$ cat src/rtl/settings_bank.sv
// Double-buffered settings register file: host writes land in a shadow bank,
// and a commit copies the whole bank into the active bank at a frame boundary.
module settings_bank #(
  parameter int DATA_WIDTH = 16,
  parameter int NUM_REGS   = 8,
  parameter int ADDR_WIDTH = 3,
  parameter int CTRL_INDEX = 4,
  parameter logic [NUM_REGS*DATA_WIDTH-1:0] RESET_VALUES = '0
) (
  input  logic                           MEM_CLK,
  input  logic                           MEM_RST,
  input  logic [ADDR_WIDTH-1:0]          MEM_ADDR,
  input  logic [DATA_WIDTH-1:0]          MEM_WDATA,
  input  logic                           MEM_WE,
  input  logic                           MEM_RE,
  input  logic                           MEM_RSEL,
  output logic [DATA_WIDTH-1:0]          MEM_RDATA,
  output logic                           MEM_RVALID,
  output logic                           MEM_ERR,
  input  logic                           COMMIT_REQ,
  input  logic                           FRAME_SYNC,
  output logic                           COMMIT_PENDING,
  output logic                           COMMIT_DONE,
  output logic                           DIRTY,
  output logic [NUM_REGS*DATA_WIDTH-1:0] ACTIVE_REGS,
  output logic                           ENABLE,
  output logic                           RX_ON,
  output logic [1:0]                     TX_ON,
  output logic [7:0]                     GATE_LENGTH,
  output logic [1:0]                     FREQUENCY,
  output logic [1:0]                     DBG_STATE
);

  // Handshakes: MEM_RE is a single-cycle request with no back-pressure; the
  // cycle after it MEM_RVALID pulses with MEM_RDATA (0 when out of range) and
  // MEM_ERR flags a bad address. COMMIT_REQ is accepted only in IDLE, then
  // COMMIT_PENDING holds until the copy and COMMIT_DONE pulses right after it.
  localparam logic [1:0] ST_IDLE    = 2'd0;
  localparam logic [1:0] ST_PENDING = 2'd1;
  localparam logic [1:0] ST_COPY    = 2'd2;

  logic [DATA_WIDTH-1:0] shadow [NUM_REGS];
  logic [DATA_WIDTH-1:0] active [NUM_REGS];
  logic [1:0]            state;
  logic [31:0]           addr_ext;
  logic                  in_range;
  logic                  wr_en;
  logic                  copy_now;
  logic [DATA_WIDTH-1:0] shadow_rd;
  logic [DATA_WIDTH-1:0] active_rd;

  assign addr_ext = 32'(MEM_ADDR);
  assign in_range = addr_ext < 32'(NUM_REGS);
  assign wr_en    = MEM_WE && in_range;
  // With no frame running there is no boundary to wait for.
  assign copy_now = (state == ST_PENDING) && (FRAME_SYNC || !ENABLE);

  always_comb begin
    shadow_rd = '0;
    active_rd = '0;
    for (int i = 0; i < NUM_REGS; i++) begin
      if (MEM_ADDR == ADDR_WIDTH'(i)) begin
        shadow_rd = shadow[i];
        active_rd = active[i];
      end
    end
  end

  always_ff @(posedge MEM_CLK) begin
    if (MEM_RST) begin
      for (int i = 0; i < NUM_REGS; i++) begin
        shadow[i] <= RESET_VALUES[i*DATA_WIDTH +: DATA_WIDTH];
        active[i] <= RESET_VALUES[i*DATA_WIDTH +: DATA_WIDTH];
      end
    end else begin
      // Non-blocking copy gives active the pre-write shadow on a coincident write.
      for (int i = 0; i < NUM_REGS; i++) begin
        if (copy_now) active[i] <= shadow[i];
        if (wr_en && (MEM_ADDR == ADDR_WIDTH'(i))) shadow[i] <= MEM_WDATA;
      end
    end
  end

  always_ff @(posedge MEM_CLK) begin
    if (MEM_RST) begin
      MEM_RDATA  <= '0;
      MEM_RVALID <= 1'b0;
      MEM_ERR    <= 1'b0;
    end else begin
      MEM_RVALID <= MEM_RE;
      MEM_ERR    <= (MEM_RE || MEM_WE) && !in_range;
      if (MEM_RE) begin
        if (!in_range)     MEM_RDATA <= '0;
        else if (MEM_RSEL) MEM_RDATA <= active_rd;
        else               MEM_RDATA <= shadow_rd;
      end
    end
  end

  always_ff @(posedge MEM_CLK) begin
    if (MEM_RST) begin
      state <= ST_IDLE;
      DIRTY <= 1'b0;
    end else begin
      if (copy_now)   DIRTY <= wr_en;
      else if (wr_en) DIRTY <= 1'b1;
      case (state)
        ST_IDLE:    if (COMMIT_REQ) state <= ST_PENDING;
        ST_PENDING: if (copy_now) state <= ST_COPY;
        ST_COPY:    state <= ST_IDLE;
        default:    state <= ST_IDLE;
      endcase
    end
  end

  assign COMMIT_PENDING = (state == ST_PENDING);
  assign COMMIT_DONE    = (state == ST_COPY);
  assign DBG_STATE      = state;

  for (genvar g = 0; g < NUM_REGS; g++) begin : g_flat
    assign ACTIVE_REGS[g*DATA_WIDTH +: DATA_WIDTH] = active[g];
  end

  assign ENABLE      = active[CTRL_INDEX][2];
  assign RX_ON       = ~active[CTRL_INDEX][1];
  assign TX_ON       = {2{active[CTRL_INDEX][0]}};
  assign GATE_LENGTH = active[CTRL_INDEX][13:6];
  assign FREQUENCY   = active[CTRL_INDEX][15:14];

endmodule

$ cat config.mk
export PLATFORM = sky130hd
export DESIGN_NAME = settings_bank
export DESIGN_NICKNAME = d
export VERILOG_FILES = /design/src/rtl/settings_bank.sv
export SDC_FILE = /design/constraint.sdc
export NUM_CORES = 1
export LEC_CHECK = 0
export CORE_MARGIN = 2
export CORE_UTILIZATION = 54
export CTS_BUF_LIST = sky130_fd_sc_hd__clkbuf_16
export DETAILED_ROUTE_END_ITERATION = 10
export PLACE_DENSITY_LB_ADDON = 0.2
export RECOVER_POWER = 50
export REMOVE_ABC_BUFFERS = 1
export SETUP_SLACK_MARGIN = 0.1
export SLEW_MARGIN = 20
export SYNTH_ARGS = -nofsm -noshare
export SYNTH_HDL_FRONTEND = slang
export SYNTH_SLANG_ARGS = --single-unit
$ cat constraint.sdc
create_clock -name MEM_CLK -period 6.3 [get_ports MEM_CLK]
set_input_delay 1.26 -clock MEM_CLK [delete_from_list [all_inputs] [get_ports MEM_CLK]]
set_output_delay 1.26 -clock MEM_CLK [all_outputs]
set_load 0.03 [all_outputs]
# After elaboration in Yosys (flattened, before gate mapping)
# Memory sizes are Yosys's and may differ from the RTL's.
# Cells that the tools add are included.
# Widths: inputs -> output; s select.
word_totals:
  regBits: 21
  ramBits: 256
  input_bits: 26
  out_inout_bits: 165
  wordCells: 123
  n_memories: 2
classes:
  magnitude_cmp: 1
  n_eq_ne: 11
  mux: 68
  bitwise: 17
  n_reduce_logical: 19
mem_list:
  columns: ["name", "depth", "width", "read_ports", "rd_ports_with_merged_regs", "wr", "line_no", "rtl"]
  rows:
  - ["active", 8, 16, 8, 0, 8, "43", "logic [DATA_WIDTH-1:0] active [NUM_REGS];"]
  - ["shadow", 8, 16, 8, 0, 8, "42", "logic [DATA_WIDTH-1:0] shadow [NUM_REGS];"]
op_table:
  columns: ["cell", "count"]
  rows:
  - ["$mux 16", 34]
  - ["$mux 1", 31]
  - ["$or 1x1->1", 16]
  - ["$eq 3x3->1 const B", 4]
  - ["$logic_and 1x1->1", 11]
  - ["$eq 3x2->1 const B", 2]
  - ["$lt 3x4->1 const B", 1]
  - ["$mux 2", 2]
  - ["$pmux 2 s2", 1]
  - ["$eq 3x1->1 const B", 1]
  - ["$logic_not 3->1", 1]
  - ["$eq 2x1->1 const B", 1]
  - ["$eq 2x2->1 const B", 1]
  - ["$logic_not 1->1", 2]
  - ["$logic_not 2->1", 1]
  - ["$logic_or 1x1->1", 2]
  - ["$ne 2x1->1 const B", 1]
  - ["$ne 2x2->1 const B", 1]
  - ["$reduce_and 2->1", 1]
  - ["$reduce_bool 2->1", 1]
  - ["$not 1->1", 1]

# Logic depth before layout (Yosys ltp)
# Gate-level depths: netlist of run 1.
depth:
  depth_word: 11
  depth_mapped: 8

# Worst setup path after synthesis of run 1
# Ideal clock, no wire load.
synth_timing:
  path_type: "in2reg"
  start: "in MEM_RST"
  end: "mem active[0][0], enable pin"
  setup_time_ps: 1118
  t_arrival_ps: 3773
  required_time_ps: 5182
  slack_ps: 1409
  stages: 3
  n_path_buf: 1
  cell_sequence: "inv_1 -> clkbuf_1 -> nand2_1"
synth_lines:
  columns: ["item", "line_no", "rtl"]
  rows:
  - ["from (decl)", "11", "input logic MEM_RST,"]
  - ["to (decl)", "43", null]

==> results of run 1 <==
-- area by class of cell --
| class | count | area, um2 | area share [%] |
|---|---|---|---|
| repair buffers | 203 | 1962 | 13.03 |
| diodes | 1 | 2.502 | 0.01661 |
| clock buffers | 29 | 725.7 | 4.818 |
| clock inverters | 21 | 120.1 | 0.7975 |
| well taps | 285 | 356.6 | 2.368 |
| flip-flops and latches | 276 | 8088 | 53.70 |
| inverters | 38 | 142.6 | 0.9470 |
| multi-input cells | 493 | 3665 | 24.33 |
-- Yosys cell counts, drive strengths merged (2+ instances only) --
cell / count
edfxtp: 256
nor2: 147
and2: 98
mux4: 47
buf: 40
nor2b: 38
inv: 37
nand2: 34
clkbuf: 27
mux2i: 24
dfxtp: 20
a211oi: 19
a21oi: 17
o21ai: 15
a2111oi: 10
or4: 9
o211a: 5
o221ai: 5
nand3: 4
nand3b: 4
nor3: 3
mux2: 2
o211ai: 2
-- through the flow --
| step | setup WS (ps) | cells | power (mW) | utilization (%) | area, um2 |
|---|---|---|---|---|---|
| 2_1_floorplan | 1207 | 807 | 2.612 | - | 11890 |
| 3_3_place_gp | 2268 | 1294 | 2.914 | 62.87 | 14230 |
| 3_5_place_dp | 2271 | 1294 | 2.924 | 62.87 | 14230 |
| 4_1_cts | 2818 | 1344 | 4.444 | 66.60 | 15080 |
| 5_1_grt | 1624 | 1345 | 4.535 | 66.52 | 15060 |
| 6_report | 1798 | 1346 | 4.415 | 66.53 | 15060 |
-- flip-flops by register name, indices dropped and copies added, names as in the netlist --
| name | flops |
|---|---|
| shadow | 128 |
| DBG_STATE | 2 |
| DIRTY | 1 |
| active | 128 |
| MEM_RVALID | 1 |
| MEM_RDATA | 16 |
-- path summary, 6_finish.rpt --
path | to | slack, ps | cells after the start
max | active[0][76]$_SDFFCE_PN0P_ | 1800 | 5
max reg2reg | active[0][86]$_SDFFCE_PN0P_ | 2810 | 5
min | DIRTY$_SDFFE_PP0P_ | 480 | 2
min reg2reg | DIRTY$_SDFFE_PP0P_ | 480 | 2
-- layer usage --
layer	vias to the layer above	global-route usage, %	wire length [um]
met2	435	43.99	15730
met3	56	4.500	2560
li1	3489	-	-
met5	-	0	0
met4	0	8.432	741
met1	4017	36.17	12980
-- kinds of logic (layout without fill, tap and decap cells) --
| group | after synthesis | in the layout |
|---|---|---|
| AO/OA/AOI/OAI | 77 | 77 |
| buffers and inverters | 107 | 291 |
| flip-flops | 276 | 276 |
| multiplexers | 73 | 73 |
| other | 1 | 2 |
| AND/OR/NAND/NOR | 342 | 342 |
-- tightest hold or removal path: stages (launching register included) --
cell and delay [ps]:
dfxtp_1 320, a21oi_1 60, nor2_1 70
-- power by group through the flow --
| stage | combinational (mW) | sequential, mW | clock, mW |
|---|---|---|---|
| 2_1_floorplan | 0.203 | 2.41 | 0 |
| 3_3_place_gp | 0.637 | 2.28 | 0 |
| 3_5_place_dp | 0.645 | 2.28 | 0 |
| 4_1_cts | 0.647 | 2.24 | 1.55 |
| 5_1_grt | 0.661 | 2.26 | 1.62 |
| 6_report | 0.628 | 2.24 | 1.54 |
==> qor.csv, run 1 <==
metric,value,unit
Yosys reg bits,276,
Synth Area in Adders,0,%
CP max stage delay,810,ps
Avg Synthesized Cell Area,14.20,um2
CP max FO,62,
Crit-path slowest cell,clkbuf_1,
Final min period,4502,ps
worst r2r src,active[0][66]$_SDFFCE_PN0P_,
initial core utilization,54.95,%
final clock skew,11.40,ps
top post-synthesis cells by area,"edfxtp_1, mux4_2, and2_1",
cells after synthesis,876,
Static Leak,5.575,nW
CTS max path bufs,3,
GRT Resource Usage Total,26.49,%
portion of netlist area occupied by mux cells,10.65,%
cell area after synthesis,12440,um2
Synth area leader,edfxtp_1,
Final GP Congestion,0.7954,
antenna violations before repair,1,
switching pwr,1.151,mW
Initial DRC Count,853,
Final Slew Violations,96,
Post-CTS Setup Bufs,0,
Post-Synth Simple-Gate Area,13.87,%
Clk pwr share,35.0,%
critical-path cell list,"clkbuf_1, inv_1, clkbuf_1, nand2_4, buf_4",
vias after detailed routing,7997,
failing checks,"max-capacitance violations, max-slew violations",
max_slew headroom,-28.10,%
unrepaired setup endpoints after global routing,false,
root buffer cell,clkbuf_16,
die area,24270,um2
post-synthesis sequential area ratio,65.01,%
worst min path class,reg2reg,
number of synthesized flops with an enable pin,256,
Fmax achieved,222.1,MHz
worst setup path class,in2reg,
Crit path required time,6480,ps
GRT Residual Overflow,0,
Worst Tran Pin Value,1921,ps
Nets,1066,
Synth cell types,46,
crit path launch,MEM_RST,
CP Launch Type,input pin,
crit path buf inv count,4,
remaining antenna violation count,0,
chip height,155.8,um
Clock transition at path regs,60,ps
drc violations,0,
CTS tree,done,
Synth Area in XOR/XNOR,0,%
"Clk Latency, worst-skew pair",540,ps
# IOs,191,
number of buffers created by CTS,28,
Num Clock Sinks,276,
mean routed wirelength per cell,23.78,um
largest family of logic cells by synthesized area,simple AND/OR/NAND/NOR gates,
Hold Fails Final Rpt,0,
drt total wl,32010,um
Post-CTS Resized,0,
final hold slack,482.5,ps
hold path start,DIRTY$_SDFFE_PP0P_,
hold_buf cts,0,
Flop pwr share,50.8,%
Fin Setup TNS,0,ps
VDD IR max,0.2451,mV
global-route wire length before repair,48110,um
final setup vio count,0,
Layout area overhead,21.07,%
top_reg_cell synth,edfxtp_1,
Logic pwr share,14.2,%
CTS H-tree depth,1,
drt first pass iters,5,
power density cells,293.2,nW/um2
vias in the first global route,8111,
Arrival @ worst endpoint,4680,ps
Fillers,1638,
crit end category,flip-flop,
top cell type's share of synthesized area,61.79,%
fin crit share,71.46,%
die width,155.8,um
Maximum Capacitance Violations,3,
"most common cell after layout, fill and taps aside",edfxtp_1,
DP HPWL,20260,um
YS warnings,0,
largest net degree at the start of global routing,63,
switching portion of total power,26.07,%
most frequent cells in the layout,"edfxtp_1, nor2_1, clkdlybuf4s50_1",
# rows,55,
input/output buffers,189,
Worst path most repeated cell,clkbuf_1,
fraction of layout cells with a size suffix above 1,11.04,%
DR vias/cell,5.941,
fraction of registers with async set or reset after synthesis,0,%
cell-internal power,3.264,mW
status,finished with violations,
"delay-heaviest family, CP",buffers and inverters,
Synth Area in Compound Gates,4.848,%
core box area,22640,um2
Power figures use the tool's default switching activity.
==> inputs of run 2 (changes only) <==
clock period = 4.34 ns   (was 6.3 ns; I/O delays follow)
==> qor.csv, run 2 (same netlist as run 1, synthesis figures left out) <==
metric,value,unit,change
status,finished with violations,,
failing checks,"max-capacitance violations, max-slew violations",,
Clock transition at path regs,60,ps,about the same
Reg2Reg Setup Slack,1260,ps,-1550 ps
vias after detailed routing,8037,,+0.50%
drt first pass iters,5,,unchanged
vias in the first global route,8228,,+1.4%
worst r2r src,active[0][66]$_SDFFCE_PN0P_,,
Worst Tran Pin Value,1973,ps,+51.49 ps
Fillers,1650,,+0.73%
# rows,55,,unchanged
"most common cell after layout, fill and taps aside",edfxtp_1,,
worst setup path class,in2reg,,
Fmax achieved,296.3,MHz,
chip height,155.8,um,unchanged
Hold Path Sink,DBG_STATE[0]$_SDFFE_PP0P_,,
Final Slew Violations,32,,-67%
drt total wl,32690,um,+2.1%
hold path start,DBG_STATE[1]$_SDFFE_PP0P_,,
CTS tree,done,,
largest net degree at the start of global routing,78,,+24%
CP Launch Type,input pin,,
Arrival @ worst endpoint,3760,ps,-920 ps
power density cells,438.8,nW/um2,+50%
fin crit share,77.75,%,
Post-CTS Setup Bufs,0,,unchanged
Nets,1076,,+0.94%
most frequent cells in the layout,"edfxtp_1, clkdlybuf4s50_1, nor2_1",,
Maximum Capacitance Violations,1,,-2
antenna violations before repair,0,,-1
Final min period,3374,ps,
core box area,22640,um2,unchanged
Post-CTS Resized,0,,unchanged
Crit path required time,4730,ps,-1750 ps
max_slew headroom,-32.01,%,-3.9 points
DR vias/cell,5.923,,-0.31%
worst min path class,reg2reg,,
Hold Fails Final Rpt,0,,unchanged
Initial DRC Count,806,,-5.5%
Final GP Congestion,0.8170,,+2.7%
CP max FO,66,,+6.5%
final setup vio count,0,,unchanged
drc violations,0,,unchanged
initial core utilization,54.95,%,unchanged
r2r endpoint,active[0][78]$_SDFFCE_PN0P_,,
VDD IR max,0.2825,mV,+15%
hold_buf cts,0,,unchanged
Layout area overhead,22.71,%,
Pwr Total,6.698,mW,+52%
antenna fix cells,0,,-1
mean routed wirelength per cell,24.09,um,+1.3%
CTS H-tree depth,1,,unchanged
final clock skew,9.926,ps,-1.472 ps
CTS max path bufs,3,,unchanged
fin area,15270,um2,+1.4%
crit end category,flip-flop,,
"Clk Latency, worst-skew pair",540,ps,about the same
GRT Resource Usage Total,27.12,%,+0.63 points
GRT Residual Overflow,0,,unchanged
fraction of layout cells with a size suffix above 1,11.57,%,+0.53 points
unrepaired setup endpoints after global routing,false,,
die width,155.8,um,unchanged
Static Leak,5.585,nW,+0.17%
Num Clock Sinks,276,,unchanged
number of buffers created by CTS,28,,unchanged
Worst Hold Depth,1,,-1
DP HPWL,20150,um,-0.55%
R2R cell count,5,,unchanged
root buffer cell,clkbuf_16,,
placed cell area,14350,um2,+0.84%
Largest regs,"active x128, shadow x128, MEM_RDATA x16",,
input/output buffers,189,,unchanged
global-route wire length before repair,49030,um,+1.9%
die area,24270,um2,unchanged
# IOs,191,,unchanged
remaining antenna violation count,0,,unchanged
-- run 2: cell count changes in the layout (fill, tap and decap cells not counted), moves of 3 or more --
| cell | before | now |
|---|---|---|
| and2_0 | 69 | 15 |
| bufinv_16 | 1 | 5 |
| clkbuf_1 | 6 | 9 |
| clkinv_2 | 9 | 5 |
| buf_12 | 0 | 3 |
| clkinv_1 | 6 | 10 |
| buf_4 | 11 | 14 |
| and2_1 | 28 | 82 |
| clkdlybuf4s50_1 | 99 | 182 |
| dlygate4sd3_1 | 86 | 3 |
-- run 2: layout make-up --
cell class	count	area [um2]	share of cell area, %
clock inverters	23	227.7	1.492
well taps	285	356.6	2.336
flip-flops and latches	276	8088	52.98
inverters	38	142.6	0.9344
clock buffers	29	725.7	4.754
repair buffers	213	2061	13.50
multi-input cells	493	3665	24.01
-- run 2: worst max-delay path, cell delays in order --
cell and delay [ps]:
dlygate4sd3_1 520, nor2b_1 50, nand2b_1 260, nor2_1 1500, buf_12 340, and2_1 200
-- run 2: worst max-delay path by stage --
| stage | from | end | slack [ps] |
|---|---|---|---|
| 2_1_floorplan | MEM_RST | active[0][0]$_SDFFCE_PN0P_ | -360 |
| 3_3_place_gp | MEM_ADDR[2] | MEM_RDATA[11]$_SDFFE_PP0P_ | 1160 |
| 3_5_place_dp | MEM_ADDR[2] | MEM_RDATA[14]$_SDFFE_PP0P_ | 1120 |
| 4_1_cts | DBG_STATE[0]$_SDFFE_PP0P_ | COMMIT_PENDING | 1640 |
| 5_1_grt | FRAME_SYNC | active[0][78]$_SDFFCE_PN0P_ | 770 |
| 6_report | FRAME_SYNC | active[0][78]$_SDFFCE_PN0P_ | 970 |
-- run 2: report_power, final --
group / switching (mW) / internal [mW]
Combinational: 0.570 / 0.380
Sequential: 0.125 / 3.13
Clock: 0.994 / 1.50
Total: 1.69 / 5.01
-- run 2: metrics by stage --
step	hold slack, ps	TNS [ps]	std cells	util, %	worst slack [ps]
floorplan	514.4	-46190	807	-	-360.9
finish	485.1	0	1357	67.43	965.5
CTS	487.0	0	1357	67.61	1643
detailed placement	472.1	0	1305	63.40	1116
global route	529.8	0	1357	67.43	772.7
global placement	474.1	0	1305	63.40	1163
-- run 2: routing by layer --
layer | up-vias | track usage, % | routed length (um)
met1 | 4014 | 37.64 | 12890
met4 | 0 | 7.907 | 725
met3 | 57 | 3.889 | 3035
met5 | - | 0 | 0
met2 | 454 | 45.30 | 16040
li1 | 3512 | - | -
==> inputs of run 3 (changes only) <==
CORE_UTILIZATION = 49   (was 54)
clock period = 3.1 ns   (was 4.34 ns; I/O delays follow)
==> qor.csv, run 3 (same netlist as run 1, synthesis figures left out) <==
metric,value,unit,change
drt first pass iters,5,,unchanged
fin area,15440,um2,+1.1%
drc violations,0,,unchanged
Initial DRC Count,941,,+17%
die width,163.3,um,+4.8%
Hold Fails Final Rpt,0,,unchanged
Reg2Reg Setup Slack,420,ps,-840 ps
GRT Residual Overflow,0,,unchanged
failing checks,"max-capacitance violations, max-slew violations",,
chip height,163.3,um,+4.8%
CP max FO,59,,-11%
crit end category,flip-flop,,
remaining antenna violation count,0,,unchanged
Post-CTS Setup Bufs,0,,unchanged
Nets,1099,,+2.1%
number of buffers created by CTS,29,,+3.6%
final setup vio count,0,,unchanged
Final min period,2680,ps,
Arrival @ worst endpoint,2820,ps,-940 ps
Pwr Total,9.154,mW,+37%
CTS H-tree depth,1,,unchanged
GRT Resource Usage Total,24.80,%,-2.3 points
Final GP Congestion,0.8036,,-1.6%
final clock skew,9.087,ps,-0.8383 ps
die area,26680,um2,+9.9%
core box area,25040,um2,+11%
pre-CTS WS,291.7,ps,-824.1 ps
CTS tree,done,,
Layout area overhead,24.08,%,
fraction of layout cells with a size suffix above 1,12.79,%,+1.2 points
Fmax achieved,373.1,MHz,
Maximum Capacitance Violations,2,,+1
input/output buffers,189,,unchanged
max_slew headroom,-11.14,%,+21 points
Static Leak,5.674,nW,+1.6%
Crit path required time,3240,ps,-1490 ps
VDD IR max,0.3780,mV,+34%
mean routed wirelength per cell,23.06,um,-4.2%
"most common cell after layout, fill and taps aside",edfxtp_1,,
hold_buf cts,0,,unchanged
worst min path class,reg2reg,,
vias after detailed routing,8136,,+1.2%
Largest regs,"active x128, shadow x128, MEM_RDATA x16",,
largest net degree at the start of global routing,60,,-23%
drt total wl,32870,um,+0.56%
CP Launch Type,flip-flop,,
status,finished with violations,,
DP HPWL,21910,um,+8.7%
"Clk Latency, worst-skew pair",540,ps,about the same
"crit path setup slack, layout",419.6,ps,-546.0 ps
unrepaired setup endpoints after global routing,false,,
# IOs,191,,unchanged
power density cells,593.0,nW/um2,+35%
Post-CTS Resized,0,,unchanged
R2R cell count,4,,-1
global-route wire length before repair,48600,um,-0.89%
antenna violations before repair,0,,unchanged
Final Slew Violations,87,,+170%
fin util,61.65,%,-5.8 points
Num Clock Sinks,276,,unchanged
placed cell area,14650,um2,+2.1%
Worst Hold Depth,1,,unchanged
antenna fix cells,0,,unchanged
DR vias/cell,5.709,,-3.6%
fin crit share,86.47,%,
vias in the first global route,8022,,-2.5%
Worst Tran Pin Value,1667,ps,-305.9 ps
most frequent cells in the layout,"edfxtp_1, clkdlybuf4s50_1, nor2_1",,
CTS max path bufs,3,,unchanged
Clock transition at path regs,60,ps,about the same
worst setup path class,reg2reg,,
root buffer cell,clkbuf_16,,
initial core utilization,49.69,%,-5.3 points
# rows,58,,+5.5%
[run 3: changes by cell type in the layout (fill, tap and decap cells not counted), sizes merged, moves of 2 or more]
cell	before	now
buf	18	31
clkbuf	39	47
bufinv	5	2
clkdlybuf4s50	182	184
clkinv	15	17
dlygate4sd3	3	1
[run 3: cell type report]
| type | instances | area, um2 |
|---|---|---|
| Timing Repair Buffer | 235 | 2245 |
| Sequential cell | 276 | 8088 |
| Tap cell | 330 | 412.9 |
| Clock buffer | 29 | 725.7 |
| Inverter | 38 | 142.6 |
| Multi-Input combinational cell | 493 | 3662 |
| Fill cell | 1959 | 9600 |
| Clock inverter | 24 | 160.2 |
[run 3: path summary, 6_finish.rpt]
| check | to | start |
|---|---|---|
| hold / removal | MEM_RDATA[4]$_SDFFE_PP0P_ | MEM_RDATA[4]$_SDFFE_PP0P_ |
| setup reg to reg | active[0][37]$_SDFFCE_PN0P_ | active[0][66]$_SDFFCE_PN0P_ |
| setup / recovery | active[0][37]$_SDFFCE_PN0P_ | active[0][66]$_SDFFCE_PN0P_ |
| hold reg to reg | MEM_RDATA[4]$_SDFFE_PP0P_ | MEM_RDATA[4]$_SDFFE_PP0P_ |
[run 3: per-layer routing]
| layer | wire (um) | up-vias | global-route usage [%] |
|---|---|---|---|
| met5 | 0 | - | 0 |
| met4 | 859 | 0 | 7.321 |
| met3 | 3231 | 63 | 4.063 |
| met2 | 15530 | 455 | 40.51 |
| met1 | 13250 | 4060 | 34.55 |
| li1 | - | 3558 | - |
[run 3: stage by stage]
stage	TNS (ps)	hold WS, ps	std cells
5_1_grt	0	526.3	1425
6_report	0	504.0	1425
2_1_floorplan	-221780	514.4	807
3_5_place_dp	0	487.0	1372
4_1_cts	0	509.7	1425
3_3_place_gp	0	486.4	1372
[run 3: power breakdown]
part / internal, mW / switching, mW / total, mW / leakage (nW)
Combinational: 0.551 / 0.802 / 1.35 / 2.47
Clock: 1.86 / 1.39 / 3.24 / 0.451
Sequential: 4.38 / 0.173 / 4.56 / 2.75
[run 3: worst max-delay path: stages, from the launching register on]
cell and delay, ps:
edfxtp_1 470, nor2b_1 180, nand2b_1 250, nand2_1 170, clkbuf_2 1140
